$ cat src/rtl/led_bank_arbiter.sv
// Round-robin owner of one shared LED bar, min-hold timeslice, one blank gap cycle between owners.
// Latency: grant 1 cycle after req sampled, LEDs 1 cycle behind grant; no backpressure (level req).
// Optional macro LED_ARB_LOCK_EN adds a `lock` input that holds off timeslice preemption.
module led_bank_arbiter #(
    parameter int N_REQ    = 4,
    parameter int LED_W    = 10,
    parameter int HOLD_CYC = 50_000_000,
    parameter int CNT_W    = 32
) (
    input  logic                   clk,
    input  logic                   rst_n,
    input  logic [N_REQ-1:0]       req,
    input  logic [N_REQ*LED_W-1:0] req_leds,
`ifdef LED_ARB_LOCK_EN
    input  logic                   lock,
`endif
    output logic [N_REQ-1:0]       grant,
    output logic [LED_W-1:0]       LEDs,
    output logic [2:0]             segments,
    output logic                   busy
);

    localparam int IDX_W = $clog2(N_REQ);
    localparam logic [CNT_W-1:0] HOLD_MAX = CNT_W'(HOLD_CYC - 1);

    typedef enum logic [1:0] {
        S_IDLE,
        S_GRANT,
        S_GAP
    } state_t;

    state_t           state;
    logic [IDX_W-1:0] owner;
    logic [IDX_W-1:0] last;
    logic [CNT_W-1:0] hold_cnt;

    logic             lock_act;
    logic             owner_req;
    logic             others_wait;
    logic [IDX_W-1:0] next_owner;
    logic [LED_W-1:0] owner_leds;

`ifdef LED_ARB_LOCK_EN
    assign lock_act = lock;
`else
    assign lock_act = 1'b0;
`endif

    // grant is the one-hot of owner while in GRANT, so it doubles as the owner mask
    assign owner_req   = |(req & grant);
    assign others_wait = |(req & ~grant);
    assign owner_leds  = req_leds[owner*LED_W +: LED_W];

    function automatic logic [IDX_W-1:0] rr_pick(input logic [N_REQ-1:0] r,
                                                 input logic [IDX_W-1:0] l);
        logic [IDX_W-1:0] idx;
        logic             found;
        int               c;
        idx   = '0;
        found = 1'b0;
        for (int i = 1; i <= N_REQ; i++) begin
            c = (int'(l) + i) % N_REQ;
            if (!found && r[c]) begin
                idx   = IDX_W'(c);
                found = 1'b1;
            end
        end
        return idx;
    endfunction

    assign next_owner = rr_pick(req, last);

    always_ff @(posedge clk) begin
        if (!rst_n) begin
            state    <= S_IDLE;
            owner    <= '0;
            last     <= IDX_W'(N_REQ - 1);
            hold_cnt <= '0;
            grant    <= '0;
            LEDs     <= '0;
            segments <= 3'b011;
            busy     <= 1'b0;
        end else begin
            case (state)
                S_IDLE, S_GAP: begin
                    LEDs <= '0;
                    if (|req) begin
                        state    <= S_GRANT;
                        owner    <= next_owner;
                        grant    <= {{(N_REQ-1){1'b0}}, 1'b1} << next_owner;
                        hold_cnt <= '0;
                        segments <= 3'b110;
                        busy     <= 1'b1;
                    end else begin
                        state    <= S_IDLE;
                        grant    <= '0;
                        segments <= 3'b011;
                        busy     <= 1'b0;
                    end
                end
                S_GRANT: begin
                    // release and expiry both land in GAP, so a single branch covers rules 1 and 2
                    if (!owner_req || (hold_cnt == HOLD_MAX && others_wait && !lock_act)) begin
                        state    <= S_GAP;
                        last     <= owner;
                        grant    <= '0;
                        LEDs     <= '0;
                        segments <= 3'b101;
                        busy     <= 1'b0;
                    end else begin
                        LEDs <= owner_leds;
                        if (hold_cnt != HOLD_MAX)
                            hold_cnt <= hold_cnt + CNT_W'(1);
                    end
                end
                default: begin
                    state    <= S_IDLE;
                    grant    <= '0;
                    LEDs     <= '0;
                    segments <= 3'b011;
                    busy     <= 1'b0;
                end
            endcase
        end
    end

endmodule

$ cat config.mk
export PLATFORM = sky130hd
export DESIGN_NAME = led_bank_arbiter
export DESIGN_NICKNAME = d
export VERILOG_FILES = /design/src/rtl/led_bank_arbiter.sv
export SDC_FILE = /design/constraint.sdc
export NUM_CORES = 1
export LEC_CHECK = 0
export CORE_MARGIN = 1.5
export CORE_UTILIZATION = 40
export CTS_CLUSTER_DIAMETER = 30
export CTS_CLUSTER_SIZE = 30
export DETAILED_ROUTE_END_ITERATION = 16
export GPL_ROUTABILITY_DRIVEN = 1
export GPL_TIMING_DRIVEN = 0
export PLACE_DENSITY = 0.68
export SETUP_SLACK_MARGIN = 0.2
export SLEW_MARGIN = 20
export SYNTH_ARGS = -nofsm -noshare
export SYNTH_HDL_FRONTEND = slang
export SYNTH_SLANG_ARGS = --single-unit
$ cat constraint.sdc
create_clock -name clk -period 1.95 [get_ports clk]
set_input_delay 0.2925 -clock clk [delete_from_list [all_inputs] [get_ports clk]]
set_output_delay 0.2925 -clock clk [all_outputs]
set_load 0.01 [all_outputs]
* Word level (Yosys, flattened, before mapping) *
Cells that the tools add are included.

word-level totals
  flip-flop bits (word level) = 56
  bits of input ports = 46
  output and inout bits = 18
  word-level logic and storage cells = 95

cells by class
  add/sub/neg operators = 5
  eq/ne operators = 8
  multipliers = 1
  multiplexer cells = 35
  reduce and logical (&&, ||, !) cells = 23
  shift-type cells = 2
  bitwise gates (word level) = 9
  magnitude comparators = 4

operators with widths
  kind                                                         number
  two-way mux 32 bit                                           3
  case mux 32 bit (2 select lines)                             1
  indexed part select 40 x 7 -> 10 bit                         1
  adder 32 x 1 -> 32 bit (second input constant)               1
  == test 32 x 26 -> 1 bit (second input constant)             1
  inequality test 32 x 26 -> 1 bit (second input constant)     1
  less-than comparator 3 x 4 -> 1 bit (second input constant)  4
  two-way mux 1 bit                                            14
  OR reduction 4 bit                                           3
  two-way mux 2 bit                                            5
  OR reduction 2 bit                                           5
  bitwise AND 4 bit                                            2
  binary-select mux 1 bit (select 2 bit)                       4
  two-way mux 4 bit                                            2
  inequality test 2 bit (second input constant)                4
  case mux 4 bit (2 select lines)                              1
  two-way mux 3 bit                                            2
  case mux 3 bit (2 select lines)                              1
  multiplier 2 x 3 -> 5 bit (second input constant)            1
  adder 2 x 1 -> 2 bit (second input constant)                 2
  adder 2 bit (second input constant)                          2
  bitwise AND 1 bit (first input constant)                     4
  logical AND 1 bit                                            4
  zero test 1 bit                                              4
  13 further kinds                                             15

* Logic depth before layout (Yosys ltp) *
  word-level depth = 19
  gate-level depth with buffers = 9
  gate-level depth less buffers = 6

* Worst setup path after synthesis *
No wires, ideal clock.

  path type = reg2reg
  start = reg hold_cnt[0]
  end = reg hold_cnt[19]
  library setup time = 0.059 ns
  clock period less this slack = 1.926 ns
  cell stages (with the launch flop) = 9
  arrival time = 1.866 ns
  setup slack = 0.024 ns
  data required time = 1.891 ns
  path buffers = 2
  cells stage by stage = dfxtp_1 ha_1 and3_1 and2_1 clkbuf_1 and3_4 buf_6 or4_1 nand2_1

between the ends
  word-level cells in the longest chain between the ends = 5
  elaborated cells on any way between the ends = 11
  classes of those cells = add/sub: 1; eq/ne: 4; mux: 3; reduce/logical: 3

ends and longest elaborated chain
  item                                                                            line  text
  start, declared                                                                 35    logic [CNT_W-1:0] hold_cnt;
  start signal, assigned                                                          113   hold_cnt <= hold_cnt + CNT_W'(1);
  parallel branches: the longest is 5 deep, another holds adder 32 x 1 -> 32 bit  --

Several ways; the timed one is not identified. The select of a mux whose other input is x is not followed.
A chain may end at the register's enable or synchronous reset.

* Worst setup path after layout *
  start = reg hold_cnt[0]
  end = reg hold_cnt[6]

The elaborated chain is that of the path after synthesis.

==> Flow_metrics.wiki <==
{| class="wikitable"
! Metric !! Value
|-
| Run status || finished clean
|-
| Fraction of registers with async set or reset after synthesis || 0
|-
| Post-Synth Simple-Gate Area || 0.2633
|-
| Wire length of the first global-routing pass || 12530 µm
|-
| Critical-path cell with the highest stage delay || sky130_fd_sc_hd__dfxtp_4
|-
| DP Wirelength || 5454 µm
|-
| Proportion of synthesized chip area in sequential cells || 0.3906
|-
| Register bit count reported by yosys || 56
|-
| Vias in the first global route || 2669
|-
| Synthesized-area fraction occupied by xor and xnor cells || 0.03357
|-
| Main combinational cell family by area after synthesis || simple AND/OR/NAND/NOR gates
|-
| Unrepaired setup endpoints after global routing || yes
|-
| Die area || 0.007693 mm²
|-
| Worst path bufs/invs || 2
|-
| Final cell count without fillers || 496
|-
| Fin. Hold Viols || 0
|-
| Syn Nets || 356
|-
| CTS tree || done
|-
| Worst-Skew Late Latency || 0.31 ns
|-
| Final total negative setup slack || 0 ns
|-
| Via total after detailed routing || 2793
|-
| Arrival time of data at the critical path endpoint || just over 2 ns
|-
| Vertical extent of the die || approximately 90 µm
|-
| Startpoint-to-endpoint class of the critical path || reg2reg
|-
| Post-synthesis compound-gate area fraction || 0.1809
|-
| Count of mapped cells out of synthesis || roughly 310
|-
| Final min period || 1.843 ns
|-
| Number of buffers added to fix hold violations after cts || 0
|-
| Top cells by count, synth || 56 x sky130_fd_sc_hd__dfxtp_1, 28 x sky130_fd_sc_hd__nand2_1, 18 x sky130_fd_sc_hd__a21oi_1, 18 x sky130_fd_sc_hd__nor2_1, 15 x sky130_fd_sc_hd__and3_1
|-
| Buffers on Ports || 63
|-
| ANT cells || 0
|-
| Slew at the pin closest to its max-slew limit || 0.5701 ns
|-
| Total wirelength of the detailed-routed design || 7780 µm
|-
| Data required time at the worst endpoint || ~2.2 ns
|-
| Number of nets at the end of the flow || 446
|-
| Last weighted congestion value of the routability-driven placer || 0.8133
|-
| Mean Syn Cell Area || 9.289 µm²
|-
| Overall die width || 87.71 µm
|-
| Worst VDD drop || approximately 0.36 mV
|-
| Number of buffers created by CTS || 5
|-
| Area leader, netlist || sky130_fd_sc_hd__dfxtp_1
|-
| Post-DR wirelength/cell || 15.69 µm
|-
| Biggest fanout along the worst timing path || 8
|-
| Cell count after placement || roughly 470
|-
| Number of enable-type register cells in the synthesized netlist || 0
|-
| Number of buffers on the longest clock path || 2
|-
| Largest net degree at the start of global routing || 18
|-
| Row cnt || 30
|-
| Adder-cell share of the synthesized area || 0.004359
|-
| Cell area power density || 551.8 mW/mm²
|-
| Max-cap violations || 0
|-
| Worst clock skew || 0.01120 ns
|-
| Cell with the most instances after synthesis || sky130_fd_sc_hd__dfxtp_1
|-
| Final Cycle Share || 0.9451
|-
| Critical Path, Cell by Cell || ha_4 > and3_4 > and2_4 > buf_8 > and3_4 > buf_6 > o31a_1 > o21a_1
|-
| Overall global routing resource usage || 0.2016
|-
| Biggest cell delay along the critical path || 0.38 ns
|-
| Most used flip-flop cell after synthesis || sky130_fd_sc_hd__dfxtp_1
|-
| Area grow syn2layout || 45.73%
|-
| Mean number of vias per cell || 5.631
|-
| Worst hold path class || reg2reg
|-
| Initial core utilization || 0.4179
|-
| DRC Markers || 0
|-
| Cell-internal power || 0.001690 W
|-
| Number of antenna violations at the first check in global routing || 0
|-
| Antenna-violating nets left || 0
|-
| Part of the total power dissipated in combinational logic || 0.207
|-
| Initial detailed-routing violation count || 122
|-
| Share of layout cells above drive strength 1 || 0.2975
|-
| R2R Setup Slk || ~0.11 ns
|-
| Critical path capture point type || register
|-
| I/O pin count || 64
|-
| Count of final setup violators || 0
|-
| Root cell of the clock tree || sky130_fd_sc_hd__clkbuf_8
|-
| Switching part of the total || 0.2680
|-
| Power spent charging and discharging nets || 0.0006186 W
|-
| Sequential cell fraction of total power || 0.521
|-
| Post-synthesis cell area || 0.002870 mm²
|-
| Fin. max-slew vios || 0
|-
| Mux share of post-synthesis cell area || 0.08195
|-
| Leakage || 1.414 nW
|-
| Number of clock sinks || 56
|-
| CTS H-Tree Depth || 2
|-
| Distinct cell type count after synthesis || between 50 and 60
|-
| Pre-Repair DR Iteration Count || 4
|-
| Dominant cells by area after synthesis || sky130_fd_sc_hd__dfxtp_1 39%, sky130_fd_sc_hd__mux4_2 7.8%, sky130_fd_sc_hd__nand2_1 3.7%
|-
| Worst rel slew slack || 0.6199
|-
| Top cell family by delay on the critical path || simple AND/OR/NAND/NOR gates
|-
| Total congestion overflow after global routing || 0
|-
| Clk slew on worst S/H paths || around 0.1 ns
|-
| Area of the placeable core || 0.006869 mm²
|-
| CP startpoint kind || register
|-
| Total number of yosys warnings || 0
|-
| Most frequent cell on the critical path || sky130_fd_sc_hd__and3_4
|-
| Clk pwr share || 0.273
|-
| Highest attainable clock frequency || ~540 MHz
|-
| Yosys top cell area share || 0.3906
|}
layout by cell type (no fill, tap or decap), types with 9 or more instances in the layout:
cell                               n
sky130_fd_sc_hd__nor2_1           15
sky130_fd_sc_hd__nand2_1          27
sky130_fd_sc_hd__or4_1            10
sky130_fd_sc_hd__dfxtp_1          38
sky130_fd_sc_hd__mux4_2           10
sky130_fd_sc_hd__o211ai_1          9
sky130_fd_sc_hd__nand3_1          12
sky130_fd_sc_hd__o21ai_0           9
sky130_fd_sc_hd__and3_1           12
sky130_fd_sc_hd__buf_4            18
sky130_fd_sc_hd__clkdlybuf4s50_1  59
sky130_fd_sc_hd__a21oi_1          15
sky130_fd_sc_hd__inv_1            11
sky130_fd_sc_hd__xnor2_1          11
sky130_fd_sc_hd__dfxtp_2          13
sky130_fd_sc_hd__nand4_1          11
timing repair:
action | CTS | global route
pin swaps | 17 | 11
setup endpoints to repair | 53 | 41
cloned | 1 | 0
gates resized for setup | 55 | 45
buffers inserted | 12 | 7
cell type report:
type	instances	area (µm²)
Fill cell	599	2686
Multi-Input combinational cell	226	1861
Sequential cell	56	1156
Timing Repair Buffer	83	775.7
Buffer	16	140.1
Tap cell	96	120.1
Clock buffer	6	72.57
Inverter	11	41.29
Clock inverter	2	16.27
flip-flops by register name, indices dropped and copies added (netlist names):
name,count
state,2
busy,1
last,2
hold_cnt,32
grant,4
segments,3
owner,2
LEDs,10
worst paths after layout:
path / endpoint / cells after the start / from
setup / recovery: hold_cnt[6]$_SDFFE_PN0P_ / 8 / hold_cnt[0]$_SDFFE_PN0P_
hold / removal: segments[1]$_SDFFE_PN1P_ / 1 / segments[1]$_SDFFE_PN1P_
setup reg to reg: hold_cnt[6]$_SDFFE_PN0P_ / 8 / hold_cnt[0]$_SDFFE_PN0P_
hold reg to reg: segments[1]$_SDFFE_PN1P_ / 1 / segments[1]$_SDFFE_PN1P_
through the flow:
| stage | hold slack [ns] | area, µm² | total power [W] | utilization | worst slack (ns) |
|---|---|---|---|---|---|
| detailed placement | 0.4448 | 3654 | 0.001655 | 0.5319 | -0.4893 |
| CTS | 0.4701 | 3988 | 0.002309 | 0.5805 | 0.1072 |
| global route | 0.4801 | 4183 | 0.002406 | 0.6089 | 0.06274 |
| global placement | 0.4354 | 3654 | 0.001651 | 0.5319 | -0.4505 |
| floorplan | 0.3814 | 2903 | 0.001453 | - | 0.2092 |
| finish | 0.4658 | 4183 | 0.002308 | 0.6089 | 0.1071 |
kinds of logic (layout without fill, tap and decap cells):
kind of cell | Yosys count | count (layout)
adder cells (fa/ha/maj) | 1 | 1
buffers and inverters | 27 | 118
AO/OA/AOI/OAI | 71 | 71
flip-flops | 56 | 56
XOR/XNOR | 11 | 11
AND/OR/NAND/NOR | 132 | 132
multiplexers | 11 | 11
layer usage:
metal	routed length (µm)	track usage
met1	3397	0.2580
met3	544	0.03959
met4	85	0.04618
met2	3754	0.3498
met5	0	0
power by group through the flow:
stage,clock network [W],registers [W],logic [W]
final,0.000629,0.00120,0.000477
after global routing,0.000682,0.00121,0.000516
after CTS,0.000650,0.00120,0.000456
after detailed placement,0,0.00123,0.000423
after global placement,0,0.00123,0.000420
after floorplan,0,0.00124,0.000216
Power figures use the tool's default switching activity.
==> RTL change 1 (same flow settings) <==
Set the parameter `LED_W` to 11 (it was 10).
--- a/src/rtl/led_bank_arbiter.sv
+++ b/src/rtl/led_bank_arbiter.sv
@@ -3,7 +3,7 @@
 // Optional macro LED_ARB_LOCK_EN adds a `lock` input that holds off timeslice preemption.
 module led_bank_arbiter #(
     parameter int N_REQ    = 4,
-    parameter int LED_W    = 10,
+    parameter int LED_W    = 11,
     parameter int HOLD_CYC = 50_000_000,
     parameter int CNT_W    = 32
 ) (
Ports: changed (resized LEDs and req_leds); port bits go from 64 to 69. No check against the original RTL was run, so the function may have changed too.
==> RTL change 1 against the original RTL <==
- worst hold slack got worse by 120 ps
- clock power rose by 30%
- total power rose by 8.8%
- area after synthesis barely moved
- routed wire length rose by 12%
- sequential cell count did not move
- final area rose by 9.8%
- the run now ends with negative setup slack left
- setup slack got worse by 150 ps
==> RTL change 1: results (changes against the original RTL) <==
drt total wl 8680 um (was 7780 um); routing usage on met3 5.00% (was 3.96%); combinational power share 19.7% (was 20.7%); crit-path max FO 5 (was 8); path type of the worst min-delay path primary input to flop (was flop to flop); maximum vdd drop 0.469 mV (was 0.359 mV); hold depth 2 (was 1); Psw 0.000640 W (was 0.000619 W); met1 wire length 3850 um (was 3400 um); post-synthesis sequential area ratio 39.0% (was 39.1%); final hold slack 345 ps (was 466 ps); CP max stage delay 550 ps (was 380 ps); worst slew pin tran 605 ps (was 570 ps); status finished with violations (was complete, no violations); met2 usage 38.0% (was 35.0%); Synth Area in XOR/XNOR 0.305% (was 3.36%); failing checks negative setup slack; post-route setup slack -40.4 ps (was 107 ps); WHS Endpoint last[1]$_SDFFE_PN1P_ (was segments[1]$_SDFFE_PN1P_); fraction of layout cells with a size suffix above 1 41.2% (was 29.8%); number of global-route vias before repair 2,854 (was 2,669); Syn Nets 361 (was 356); LEAKAGE 1.57 nW (was 1.41 nW); Fill cells 518 (was 599); Hold Startpoint rst_n (was segments[1]$_SDFFE_PN1P_); setup violators final 14 (was 0); final setup TNS -269 ps (was 0 ps); drt first-iter violations 200 (was 122); All-Layer GR Usage 22.8% (was 20.2%); # Post-CTS Setup Buffers 30 (was 12); Detail Placement HPWL 5550 um (was 5450 um); Critical Path Sink hold_cnt[9]$_SDFFE_PN0P_ (was hold_cnt[6]$_SDFFE_PN0P_); reg2reg start hold_cnt[26]$_SDFFE_PN0P_ (was hold_cnt[0]$_SDFFE_PN0P_); Arr. time, crit path 2200 ps (was 2050 ps); compound-gate portion of the synthesized area 19.9% (was 18.1%); Final Wtd Congestion 0.856 (was 0.813)
==> RTL change 1: cell count changes in the layout (fill, tap and decap cells not counted), moves of 7 or more <==
cell,delta
o31ai_2,+8
buf_4,+19
nor2_1,-7
nor2b_1,+7
a21oi_1,+9
dfxtp_1,-10
xnor2_1,-11
buf_6,+7
and3_1,-10
==> RTL change 1: final cells by class <==
class	count	area share, %
Buffer	17	3.38
Sequential cell	56	25.7
Clock buffer	6	1.80
Multi-Input combinational cell	225	42.0
Timing Repair Buffer	112	22.7
Inverter	12	0.980
Tap cell	96	2.61
Clock inverter	2	0.844
==> RTL change 1: through the flow <==
step / setup WS (ps) / cell area, um2 / total power [W] / std cells
after CTS: -15.5 / 4390 / 0.00252 / 515
after floorplan: 102 / 2930 / 0.00147 / 310
final: -40.4 / 4590 / 0.00251 / 526
after global routing: -98.9 / 4590 / 0.00261 / 526
after global placement: -1020 / 3720 / 0.00166 / 473
after detailed placement: -1090 / 3720 / 0.00167 / 473
==> RTL change 2 (same settings) <==
Without the edit above. Compare `hold_cnt` against `HOLD_MAX` with >= in place of ==.
--- a/src/rtl/led_bank_arbiter.sv
+++ b/src/rtl/led_bank_arbiter.sv
@@ -100,7 +100,7 @@
                 end
                 S_GRANT: begin
                     // release and expiry both land in GAP, so a single branch covers rules 1 and 2
-                    if (!owner_req || (hold_cnt == HOLD_MAX && others_wait && !lock_act)) begin
+                    if (!owner_req || (hold_cnt >= HOLD_MAX && others_wait && !lock_act)) begin
                         state    <= S_GAP;
                         last     <= owner;
                         grant    <= '0;
Function: same outputs for any inputs over 4 cycles, from zero or initial values and one cycle with rst_n low; that may be too few to reach the edited logic, so the function may still have changed.
==> RTL change 2 against the original RTL <==
- the flow now finishes with violations (negative setup slack)
- area after synthesis increased by 7.8%
- final area is 17% higher
- utilization increased by 5.5 points
- sequential cell count is the same
- largest cell class unchanged
- setup slack got worse by 320 ps
- count of clock-buffer cells in the layout unchanged
- routed wire length up 43%
Power is not compared: it rests on default switching activity, and its combinational part moved more than twofold at a synthesized area within 25%.
==> RTL change 2: results (changes against the original RTL) <==
drt first-iter violations 324 (was 122); Non-CTS inverters 12 (was 11); Critical Path Sink hold_cnt[30]$_SDFFE_PN0P_ (was hold_cnt[6]$_SDFFE_PN0P_); synth cell count leaders dfxtp_1 (56), a31oi_1 (38), nand2_1 (24), nor2_1 (20), and3_1 (16) (was dfxtp_1 (56), nand2_1 (28), a21oi_1 (18), nor2_1 (18), and3_1 (15)); post-route insts no fill 552 (was 496); area of the multi-input gates 2240 um2 (was 1860 um2); metal2 WL 5540 um (was 3750 um); Worst R2R Path Depth 6 (was 8); Netlist cell types 58 (was 56); failing checks negative setup slack; post-synthesis sequential area ratio 36.2% (was 39.1%); Sequential Area 1150 um2 (was 1160 um2); Seq area share 23.4% (was 27.6%); placed inst area 3930 um2 (was 3650 um2); Place WS -890 ps (was -489 ps); met2 usage 42.5% (was 35.0%); comb_multi_in 253 (was 226); Vias 3,409 (was 2,793); nonclk buf count 125 (was 99); Final Wtd Congestion 0.874 (was 0.813); Post-Syn Area 3090 um2 (was 2870 um2); Syn Nets 388 (was 356); largest cells by area after synthesis dfxtp_1 (36%), a31oi_1 (7.7%), mux4_2 (7.3%), and3_1 (3.2%), nand2_1 (2.9%) (was dfxtp_1 (39%), mux4_2 (7.8%), nand2_1 (3.7%), xnor2_1 (3.4%), and3_1 (3.3%)); clk tree area frac 1.58% (was 2.12%); post-route setup slack -211 ps (was 107 ps); CP max stage delay 470 ps (was 380 ps); status finished with violations (was complete, no violations); non-clk buf share 25.7% (was 21.9%); first-pass GRT wire length 16,900 um (was 12,500 um); hold depth 2 (was 1); Fill cells 577 (was 599); multiplexer area fraction after synthesis 8.25% (was 8.20%); final setup TNS -6410 ps (was 0 ps); number of global-route vias before repair 3,201 (was 2,669); setup violators final 51 (was 0)
==> RTL change 2: timing repair <==
item / CTS / global route
buffers inserted: 23 / 16
endpoints found under the hold margin: 0 / 0
pin swaps: 38 / 17
endpoints found under the setup margin: 56 / 55
gates cloned: 2 / 1
resized for setup: 77 / 38
==> RTL change 2: how the worst min path moves through the flow <==
stage	start	endpoint
after floorplan	hold_cnt[11]$_SDFFE_PN0P_	hold_cnt[11]$_SDFFE_PN0P_
after global placement	segments[1]$_SDFFE_PN1P_	segments[1]$_SDFFE_PN1P_
after detailed placement	segments[1]$_SDFFE_PN1P_	segments[1]$_SDFFE_PN1P_
after CTS	segments[1]$_SDFFE_PN1P_	segments[1]$_SDFFE_PN1P_
after global routing	busy$_SDFFE_PN0P_	busy$_SDFFE_PN0P_
final	segments[1]$_SDFFE_PN1P_	segments[1]$_SDFFE_PN1P_
==> RTL change 2: tightest hold or removal path, cell delays in order (launching register included) <==
cell	delay, ps
dfxtp_1	330
nand2_2	60
nand2_1	40
